## src/rtl/gba_irq_pkg.sv

```systemverilog
// Shared interrupt definitions: source bit indices and IO register offsets for IE/IF/IME.
package gba_irq_pkg;

    localparam int unsigned NUM_IRQ_SRC = 14;

    localparam int unsigned IRQ_VBLANK  = 0;
    localparam int unsigned IRQ_HBLANK  = 1;
    localparam int unsigned IRQ_VCOUNT  = 2;
    localparam int unsigned IRQ_TIMER0  = 3;
    localparam int unsigned IRQ_TIMER1  = 4;
    localparam int unsigned IRQ_TIMER2  = 5;
    localparam int unsigned IRQ_TIMER3  = 6;
    localparam int unsigned IRQ_SERIAL  = 7;
    localparam int unsigned IRQ_DMA0    = 8;
    localparam int unsigned IRQ_DMA1    = 9;
    localparam int unsigned IRQ_DMA2    = 10;
    localparam int unsigned IRQ_DMA3    = 11;
    localparam int unsigned IRQ_KEYPAD  = 12;
    localparam int unsigned IRQ_GAMEPAK = 13;

    // Byte offsets within the IO register block.
    localparam logic [9:0] REG_IE  = 10'h200;
    localparam logic [9:0] REG_IF  = 10'h202;
    localparam logic [9:0] REG_IME = 10'h208;

endpackage

```

## src/rtl/irq_controller_if.sv

```systemverilog
// Request/register-access bundle between peripherals, CPU and the interrupt controller.
interface irq_controller_if #(
    parameter int unsigned NUM_SRC = 14
);
    logic [NUM_SRC-1:0] irq_src;
    logic               ie_we;
    logic [15:0]        ie_wdata;
    logic               if_we;
    logic [15:0]        if_wdata;
    logic               ime_we;
    logic               ime_wdata;
    logic [15:0]        IE;
    logic [15:0]        IF;
    logic               IME;
    logic               irq;
    logic               halt_wake;

    modport master (
        output irq_src, ie_we, ie_wdata, if_we, if_wdata, ime_we, ime_wdata,
        input  IE, IF, IME, irq, halt_wake
    );

    modport slave (
        input  irq_src, ie_we, ie_wdata, if_we, if_wdata, ime_we, ime_wdata,
        output IE, IF, IME, irq, halt_wake
    );
endinterface

```

## src/rtl/irq_edge_latch.sv

```systemverilog
// One interrupt flag: rising-edge detect on the request line, write-1-to-clear ack, set wins.
module irq_edge_latch (
    input  logic clk,
    input  logic rst_n,
    input  logic src,
    input  logic ack,
    output logic flag
);
    logic src_prev;
    logic rise;

    assign rise = src & ~src_prev;

    // src_prev resets high so a line already asserted at reset release is not an edge.
    always_ff @(posedge clk or negedge rst_n) begin
        if (!rst_n) begin
            src_prev <= 1'b1;
            flag     <= 1'b0;
        end else begin
            src_prev <= src;
            flag     <= (flag & ~ack) | rise;
        end
    end
endmodule

```

## src/rtl/irq_controller.sv

```systemverilog
// IE/IF/IME register block driving the registered CPU IRQ and the HALT wake-up line.
module irq_controller
    import gba_irq_pkg::*;
#(
    parameter int unsigned NUM_SRC = NUM_IRQ_SRC
) (
    input logic        clock_16,
    input logic        reset_n,
    irq_controller_if.slave bus
);
    logic [NUM_SRC-1:0] ie_q;
    logic [NUM_SRC-1:0] if_q;
    logic [NUM_SRC-1:0] ack_mask;
    logic               ime_q;
    logic               irq_q;

    assign ack_mask = bus.if_we ? bus.if_wdata[NUM_SRC-1:0] : '0;

    for (genvar i = 0; i < NUM_SRC; i++) begin : g_flag
        irq_edge_latch u_latch (
            .clk   (clock_16),
            .rst_n (reset_n),
            .src   (bus.irq_src[i]),
            .ack   (ack_mask[i]),
            .flag  (if_q[i])
        );
    end

    always_ff @(posedge clock_16 or negedge reset_n) begin
        if (!reset_n) begin
            ie_q  <= '0;
            ime_q <= 1'b0;
            irq_q <= 1'b0;
        end else begin
            if (bus.ie_we) begin
                ie_q <= bus.ie_wdata[NUM_SRC-1:0];
            end
            if (bus.ime_we) begin
                ime_q <= bus.ime_wdata;
            end
            irq_q <= ime_q & (|(ie_q & if_q));
        end
    end

    if (NUM_SRC < 16) begin : g_pad
        logic unused_wdata_hi;
        assign unused_wdata_hi = ^{bus.ie_wdata[15:NUM_SRC], bus.if_wdata[15:NUM_SRC]};
    end

    assign bus.IE        = 16'(ie_q);
    assign bus.IF        = 16'(if_q);
    assign bus.IME       = ime_q;
    assign bus.irq       = irq_q;
    assign bus.halt_wake = |(ie_q & if_q);
endmodule
```

## src/flat_wrapper.sv

```systemverilog
// flat-port wrapper written by rule: the top's interface ports become plain ports
module irq_controller_flat import gba_irq_pkg::*;
#(
    parameter int unsigned NUM_SRC = NUM_IRQ_SRC
)
  (clock_16, reset_n, bus_irq_src, bus_ie_we, bus_ie_wdata, bus_if_we, bus_if_wdata, bus_ime_we, bus_ime_wdata, bus_IE, bus_IF, bus_IME, bus_irq, bus_halt_wake);
  irq_controller_if #(.NUM_SRC(NUM_SRC)) bus_i ();
  input logic clock_16;
  input logic reset_n;
  input wire logic [$bits(bus_i.irq_src)-1:0] bus_irq_src;
  input wire logic [$bits(bus_i.ie_we)-1:0] bus_ie_we;
  input wire logic [$bits(bus_i.ie_wdata)-1:0] bus_ie_wdata;
  input wire logic [$bits(bus_i.if_we)-1:0] bus_if_we;
  input wire logic [$bits(bus_i.if_wdata)-1:0] bus_if_wdata;
  input wire logic [$bits(bus_i.ime_we)-1:0] bus_ime_we;
  input wire logic [$bits(bus_i.ime_wdata)-1:0] bus_ime_wdata;
  output wire logic [$bits(bus_i.IE)-1:0] bus_IE;
  output wire logic [$bits(bus_i.IF)-1:0] bus_IF;
  output wire logic [$bits(bus_i.IME)-1:0] bus_IME;
  output wire logic [$bits(bus_i.irq)-1:0] bus_irq;
  output wire logic [$bits(bus_i.halt_wake)-1:0] bus_halt_wake;
  assign bus_i.irq_src = bus_irq_src;
  assign bus_i.ie_we = bus_ie_we;
  assign bus_i.ie_wdata = bus_ie_wdata;
  assign bus_i.if_we = bus_if_we;
  assign bus_i.if_wdata = bus_if_wdata;
  assign bus_i.ime_we = bus_ime_we;
  assign bus_i.ime_wdata = bus_ime_wdata;
  assign bus_IE = bus_i.IE;
  assign bus_IF = bus_i.IF;
  assign bus_IME = bus_i.IME;
  assign bus_irq = bus_i.irq;
  assign bus_halt_wake = bus_i.halt_wake;
  irq_controller #(.NUM_SRC(NUM_SRC)) u_core (.clock_16(clock_16), .reset_n(reset_n), .bus(bus_i));
endmodule
```

## config.mk

```make
export PLATFORM = sky130hd
export DESIGN_NAME = irq_controller_flat
export DESIGN_NICKNAME = d
export VERILOG_FILES = /design/src/rtl/gba_irq_pkg.sv /design/src/rtl/irq_controller_if.sv /design/src/rtl/irq_edge_latch.sv /design/src/rtl/irq_controller.sv /design/src/flat_wrapper.sv
export SDC_FILE = /design/constraint.sdc
export NUM_CORES = 1
export LEC_CHECK = 0
export CAP_MARGIN = 10
export CORE_ASPECT_RATIO = 0.8
export CORE_MARGIN = 2
export CORE_UTILIZATION = 40
export CTS_BUF_LIST = sky130_fd_sc_hd__clkbuf_4
export CTS_CLUSTER_DIAMETER = 200
export DETAILED_ROUTE_END_ITERATION = 6
export DONT_BUFFER_PORTS = 1
export PLACE_DENSITY_LB_ADDON = 0.2
export SLEW_MARGIN = 30
export SYNTH_ARGS = -nofsm -noshare
export SYNTH_HDL_FRONTEND = slang
export SYNTH_HIERARCHICAL = 1
export SYNTH_SLANG_ARGS = --single-unit
export TNS_END_PERCENT = 30
```

## constraint.sdc

```tcl
create_clock -name clock_16 -period 1.4 [get_ports clock_16]
set_input_delay 0.21 -clock clock_16 [delete_from_list [all_inputs] [get_ports clock_16]]
set_output_delay 0.21 -clock clock_16 [all_outputs]
set_load 0.01 [all_outputs]
```

# == Word-level counts from Yosys, hierarchy flattened ==
# Cells that the tools add are included.
# word_totals
out_inout_bits,35
mem_bits_ro,0
ram_bits,0
latchBits,0
in_bits,52
elab_cells,105
n_memories,0
register_bits,44
# op_classes
div,0
muxes,1
n_eq_ne,0
reduce_logical,1
shift,0
multipliers,0
bitwise_logic,72
magnitude_cmp,0
add_sub_neg,0
# ops
cell,count
$and A1 B1 Y1,29
$not A1 Y1,28
$and A14 B14 Y14,1
$mux W14,1
$or A1 B1 Y1,14
$reduce_or A14 Y1,1

# == Depth between registers and ports, before layout ==
# Gate-level depths: netlist of the first run.
# depth
ltp_word,4
mapped_depth,3
depth_no_buf,3

# == Cells and area by module ==
# The synthesis of the first run kept the hierarchy.
# by_module_without_submodules
mod,cells_each,seq_area_each_um2,n_inst,area_per_inst_um2
irq_edge_latch,5,51.3,14,71.3
irq_controller,64,400.4,1,788.3

# == Worst setup path before layout of the first run ==
# Ideal clock, no wire load.
# synth_path
path_kind,register -> output
startpoint,register u_core.ie_q[0]
endpoint,output port bus_halt_wake
required_time_ns,1.190
path_stages_with_launch,4
arrival_time_ns,1.071
slack_ns,0.119
path_buffers,0
cell_sequence,dfrtp_1 -> a22oi_1 -> nand2_1 -> or3_1
# synth_between
elab_chain_cells,2
# synth_rtl
element,line,text
"start, declared",irq_controller.sv:11,logic [NUM_SRC-1:0] ie_q;
"start signal, assigned",irq_controller.sv:36,ie_q <= bus.ie_wdata[NUM_SRC-1:0];
$and A14 B14 Y14,irq_controller.sv:54,assign bus.halt_wake = |(ie_q & if_q);
$reduce_or A14 Y1,irq_controller.sv:54,
"end, declared",flat_wrapper.sv:21,output wire logic [$bits(bus_i.halt_wake)-1:0] bus_halt_wake;
# Every way passes these cells.

# == Final worst setup path of the first run ==
# Same ends and word-level chain as after synthesis.

==> results of run 1 <==
-- timing repair --
item                                   4_1_cts  5_1_grt
endpoints found under the hold margin       79        8
pin swaps                                    4        3
gates resized for setup                      5        3
setup buffers                                5        3
hold buffers                                26        7
setup endpoints to repair                    1        2
-- logic make-up (layout without fill, tap and decap cells) --
family / Yosys count / after routing / synth area share (%)
AOI/OAI and AO/OA: 22 / 22 / 13.6
DFF: 44 / 44 / 62.6
other: 1 / 4 / 0.210
buffers and inverters: 34 / 105 / 8.19
and+or+nand+nor: 18 / 18 / 5.95
muxes: 15 / 15 / 9.45
-- layout by cell type (no fill, tap or decap) --
| cell | instances |
|---|---|
| a22oi_1 | 1 |
| a22oi_2 | 6 |
| and2_1 | 14 |
| buf_12 | 1 |
| buf_4 | 36 |
| clkbuf_4 | 6 |
| clkinv_1 | 2 |
| conb_1 | 4 |
| dfrtp_1 | 30 |
| dfstp_2 | 14 |
| dlygate4sd3_1 | 32 |
| inv_1 | 28 |
| mux2_2 | 15 |
| nand2_1 | 1 |
| nand2_2 | 1 |
| nand3_2 | 1 |
| o22ai_2 | 14 |
| o31a_2 | 1 |
| or3_4 | 1 |
-- how the worst min path moves through the flow --
stage	from	end	slack [ns]	cells past startpoint
final	bus_ie_wdata[13]	u_core/ie_q[13]	0.03	1
after global routing	bus_ie_we	u_core/ie_q[1]	0.0005	1
after CTS	bus_irq_src[9]	u_core/g_flag[9].u_latch/flag	0.0001	2
after detailed placement	reset_n	u_core/g_flag[4].u_latch/flag	-0.08	0
after global placement	reset_n	u_core/g_flag[1].u_latch/flag	-0.08	0
after floorplan	reset_n	u_core/bus.IME	-0.09	0
-- worst reg2reg max path, stage by stage, from the launching register on --
cell     delay, ns
dfrtp_1       0.41
a22oi_2       0.23
nand2_2       0.09
buf_4         0.14
buf_4         0.12
buf_4         0.12
buf_4         0.12
o31a_2        0.32
-- sequential cells by signal, summed over array words and instances (netlist names) --
register,flops
u_core/ie_q,14
u_core/bus.irq,1
u_core/g_flag.u_latch/src_prev,14
u_core/g_flag.u_latch/flag,14
u_core/bus.IME,1
-- power by group --
part	switching (uW)	leakage, uW	internal [uW]	total [uW]
clock	373	0.0000307	206	579
combinational	254	0.000676	347	600
sequential	76.1	0.000491	1400	1480
-- layer usage --
metal	global-route usage [%]	part of all wire [%]	vias to the layer above
met5	0	0	-
met3	5.65	8.0	5
li1	-	-	578
met1	18.8	38	588
met2	27.1	53	55
met4	5.26	0.88	0
-- stage by stage --
stage                     setup slack (ns)  utilization, %  setup TNS (ns)  std cells
after global placement              0.0144            48.2               0        216
after detailed placement            0.0167            48.2               0        216
after floorplan                      0.119               -               0        137
after CTS                           -0.303            57.2          -0.550        255
after global routing                -0.366            59.8          -0.679        265
final                               -0.277            59.8          -0.547        265
-- cell type report --
cell class / instances / area, sq um
fillers: 377 / 1700
flip-flops and latches: 44 / 1120
repair buffers: 69 / 611
multi-input cells: 59 / 571
inverters: 28 / 105
well taps: 57 / 71.3
clock buffers: 6 / 45.0
clock inverters: 2 / 7.51
==> key figures, run 1 <==
Die
  – Ports: 87
  – Die width: 78.7 microns
  – Die Y: 63.8 microns
  – Die Area: 5020 sq um
  – Initial core utilization: 42.2%
  – Row count: 21
  – Core ar.: 4230 sq um

Worst setup path
  – Critical Path AT: 1.47 ns
  – Setup crit start: u_core/ie_q[0]
  – Critical Path Max Stage Delay: 0.41 ns
  – Crit path required time: 1.19 ns
  – CP Max Fanout: 2
  – Startpoint types: flop
  – RR Endpoint: u_core/bus.irq
  – WS Path Type: reg2out
  – Worst Reg-to-Reg Cells: 7
  – Setup crit end: bus_halt_wake
  – Worst path depth: 3
  – CP delay by family, top: simple AND/OR/NAND/NOR gates
  – Reg2Reg Setup Slack: -0.27 ns
  – CP cell instances: a22oi_2, nand2_2, or3_4
  – Crit path max-delay cell type: dfrtp_1
  – Worst r2r src: u_core/ie_q[0]
  – Buf/Inv on CP: 0
  – Crit end category: primary output

Synth
  – Cell taking the most area after synthesis: dfrtp_1
  – #FFs+latches synth: 44
  – Synth cell types: 15
  – Seq/Total Area, Yosys: 62.6%
  – Fraction of registers with async set/reset: 100%
  – Synthesized cell area: 1790 sq um
  – Gate Count Post-Synth: 134
  – Most used DFF post-synth: dfrtp_1
  – Post-synth EDFFs: 0
  – Yosys top cell area share: 42.0%
  – Top cells by area, synth: dfrtp_1 (42%), dfstp_2 (21%), o22ai_2 (9.8%), mux2_2 (9.5%), inv_1 (5.9%)
  – Mean Syn Cell Area: 13.3 sq um
  – Ys Warns: 6
  – Count leader, synth: dfrtp_1
  – Commonest cells in the netlist: dfrtp_1 (30), inv_1 (28), mux2_2 (15)

STA
  – Skew final: 0.0142 ns
  – Final setup viols: 2
  – Count of final hold-check violations: 0
  – Period utilization: 120%
  – Max-slew violations: 0
  – Final Critical Period: 1.68 ns
  – FMAX: 596 MHz
  – Setup ws final: -0.277 ns
  – RSZ-0062 raised after global routing: true
  – Hold_ws: 0.0312 ns

Global routing
  – Largest net degree at the start of global routing: 45
  – Initial antenna violation count: 0
  – Total grt overflow: 0
  – Total track usage: 15.9%
  – First-pass GRT wire length: 5.91 mm
  – Vias in the first global route: 1266

Drt
  – Vias: 1226
  – Final ANT Viol Nets: 0
  – Initial DRC Count: 13
  – Post-DR wirelength/cell: 15.4 microns
  – Final WL: 4.08 mm
  – Drt drc: 0
  – Pre-Repair DR Iteration Count: 4
  – Vias per cell: 4.63

Clock network
  – Clock latency on the worst-skew pair: 0.34 ns
  – Clock Sinks: 44
  – Root buffer cell: clkbuf_4
  – Maximum clock insertion buffer count: 2
  – TritonCTS clock tree: built
  – H-tree Lvls: 2
  – Clk slew on worst S/H paths: 0.12 ns
  – Total CTS buffers: 5

Outcome
  – Failing checks: negative setup slack
  – Status: finished with violations

Place
  – PortBufs: 0
  – Dpl cell area: 2040 sq um
  – Gpl congestion: 0.626
  – Hpwl dp: 2.70 mm

Power
  – Power, Total: 2660 uW
  – Leak: 0.00120 uW
  – Peak VDD IR: 0.598 mV
  – PwrDens: 1050 nW/um^2

Cells and area
  – Area delta synth->final: 41.5%
  – Diodes inserted: 0
  – Nets: 259
  – Share of post-route cells with drive strength above 1: 46.2%
  – Design area: 2530 sq um

Job
  – Maxcap violations: 0

Worst hold path
  – Hold Path Class: in2reg
(Power assumes the default switching activity.)
==> run 2, diff against run 1 <==
--- a/config.mk
+++ b/config.mk
@@ -6,7 +6,6 @@
 export NUM_CORES = 1
 export LEC_CHECK = 0
 export CAP_MARGIN = 10
-export CORE_ASPECT_RATIO = 0.8
 export CORE_MARGIN = 2
 export CORE_UTILIZATION = 40
 export CTS_BUF_LIST = sky130_fd_sc_hd__clkbuf_4
==> key figures, run 2 (same netlist as run 1, synthesis figures left out) <==
Cells and area
  – Share of post-route cells with drive strength above 1: 44.9% (-1.3 points)
  – Commonest non-fill, non-tap cell in the layout: dlygate4sd3_1
  – Largest registers: u_core/g_flag.u_latch/flag x14, u_core/g_flag.u_latch/src_prev x14, u_core/ie_q x14
  – Nets: 256 (-1.2%)
  – Design area: 2540 sq um (+0.35%)
  – Util after Layout: 58.7% (-1.1 points)
  – Area delta synth->final: 42.0%
  – Commonest cells after routing, fill and taps aside: dlygate4sd3_1 (33), buf_4 (30), dfrtp_1 (30)
  – Diodes inserted: 0 (unchanged)

Drt
  – Final WL: 4.08 mm (about the same)
  – Initial DRC Count: 61 (+48)
  – Post-DR wirelength/cell: 15.9 microns (+3.1%)
  – Drt drc: 0 (unchanged)
  – Vias per cell: 4.74 (+2.5%)
  – Final ANT Viol Nets: 0 (unchanged)
  – Vias: 1219 (-0.57%)
  – Pre-Repair DR Iteration Count: 4 (unchanged)

Worst hold path
  – Hold Path Sink: u_core/bus.IME
  – Hold Path Class: in2reg
  – Hold Startpoint: bus_ime_we
  – Hold-critical path depth: 1 (unchanged)

Global routing
  – Total track usage: 16.5% (+0.61 points)
  – Total grt overflow: 0 (unchanged)
  – Largest net degree at the start of global routing: 45 (unchanged)
  – Initial antenna violation count: 0 (unchanged)
  – Vias in the first global route: 1348 (+6.5%)
  – First-pass GRT wire length: 6.37 mm (+7.7%)

Clock network
  – Clk slew on worst S/H paths: 0.12 ns (about the same)
  – TritonCTS clock tree: built
  – H-tree Lvls: 2 (unchanged)
  – Root buffer cell: clkbuf_4
  – Clock latency on the worst-skew pair: 0.35 ns (about the same)
  – Total CTS buffers: 5 (unchanged)
  – Maximum clock insertion buffer count: 2 (unchanged)
  – Clock Sinks: 44 (unchanged)

Worst setup path
  – Critical Path AT: 1.47 ns (about the same)
  – WS Path Type: reg2out
  – Crit end category: primary output
  – CP Max Fanout: 2 (unchanged)
  – Worst Reg-to-Reg Cells: 3 (-4)
  – Worst r2r src: u_core/ie_q[0]
  – RR Endpoint: u_core/bus.irq
  – Startpoint types: flop
  – Reg2Reg Setup Slack: 0.23 ns (+0.50 ns)
  – Crit path required time: 1.19 ns (about the same)

Die
  – Die width: 70.8 microns (-10%)
  – Row count: 24 (+14%)
  – Die Area: 5020 sq um (about the same)
  – Die Y: 70.8 microns (+11%)
  – Core ar.: 4320 sq um (+2.2%)
  – Initial core utilization: 41.3% (-0.92 points)
  – Ports: 87 (unchanged)

Power
  – PwrDens: 1110 nW/um^2 (+5.8%)
  – Peak VDD IR: 0.636 mV (+6.3%)
  – Leak: 0.00120 uW (+0.12%)

STA
  – Setup ws final: -0.285 ns (-0.00809 ns)
  – FMAX: 594 MHz (-0.48%)
  – RSZ-0062 raised after global routing: true
  – Final setup viols: 1 (-1)
  – Skew final: 0.00635 ns (-0.00786 ns)
  – Count of final hold-check violations: 0 (unchanged)
  – Max-slew violations: 0 (unchanged)
  – Final Critical Period: 1.68 ns (+0.00809 ns)
  – Period utilization: 120% (+0.58 points)

Place
  – PortBufs: 0 (unchanged)
  – Gpl congestion: 0.743 (+19%)
  – Dpl cell area: 2030 sq um (-0.31%)
  – Hpwl dp: 2.71 mm (+0.36%)

Outcome
  – Failing checks: negative setup slack
  – Status: finished with violations

Job
  – Maxcap violations: 0 (unchanged)
## run 2: worst max-delay path: stages (launching register included)
cell and delay (ns):
dfrtp_1 0.40, a22oi_1 0.21, nand2_1 0.10, or3_4 0.42
## run 2: power breakdown
part / internal [uW] / switching (uW)
clock: 372 / 395
combinational: 329 / 245
sequential: 1400 / 79.0
## run 2: final cells by class
cell class | count | area (sq um)
inverter | 28 | 105
fill | 358 | 1790
multi-input combinational | 59 | 563
tap | 52 | 65.1
sequential | 44 | 1120
clock buffer | 5 | 37.5
timing repair buffer | 66 | 606
clock inverter | 3 | 42.5
## run 2: per-layer routing
metal	vias to the layer above	wire length [microns]	GRT usage (%)
met5	-	0	0
met4	0	76	6.71
met1	596	1590	19.4
met3	9	229	5.13
li1	569	-	-
met2	45	2180	28.2
## run 2: through the flow
| step | setup TNS (ns) | hold WS [ns] | power (uW) | instances | worst slack [ns] |
|---|---|---|---|---|---|
| after floorplan | 0 | -0.0856 | 1740 | 137 | 0.119 |
| after global placement | 0 | -0.0846 | 1900 | 211 | 0.0543 |
| after detailed placement | 0 | -0.0841 | 1920 | 211 | 0.0585 |
| after CTS | -0.296 | 0.00116 | 2840 | 253 | -0.296 |
| after global routing | -0.364 | 0.000164 | 2980 | 257 | -0.359 |
| final | -0.285 | 0.0194 | 2820 | 257 | -0.285 |
## run 2: worst max-delay path by stage
stage	slack [ns]	depth (start not counted)	from	endpoint
final	-0.28	3	u_core/ie_q[1]	bus_halt_wake
after global routing	-0.36	3	u_core/ie_q[0]	bus_halt_wake
after CTS	-0.30	3	u_core/ie_q[0]	bus_halt_wake
after detailed placement	0.06	3	u_core/ie_q[0]	bus_halt_wake
after global placement	0.05	3	u_core/ie_q[0]	bus_halt_wake
after floorplan	0.12	3	u_core/ie_q[0]	bus_halt_wake
## run 2: what timing repair did
| item | in CTS | in global routing |
|---|---|---|
| buffers inserted | 2 | 2 |
| endpoints found under the setup margin | 1 | 1 |
| hold buffers | 32 | 2 |
| pin swaps | 3 | 2 |
| endpoints found under the hold margin | 86 | 4 |
| gates resized for setup | 5 | 3 |
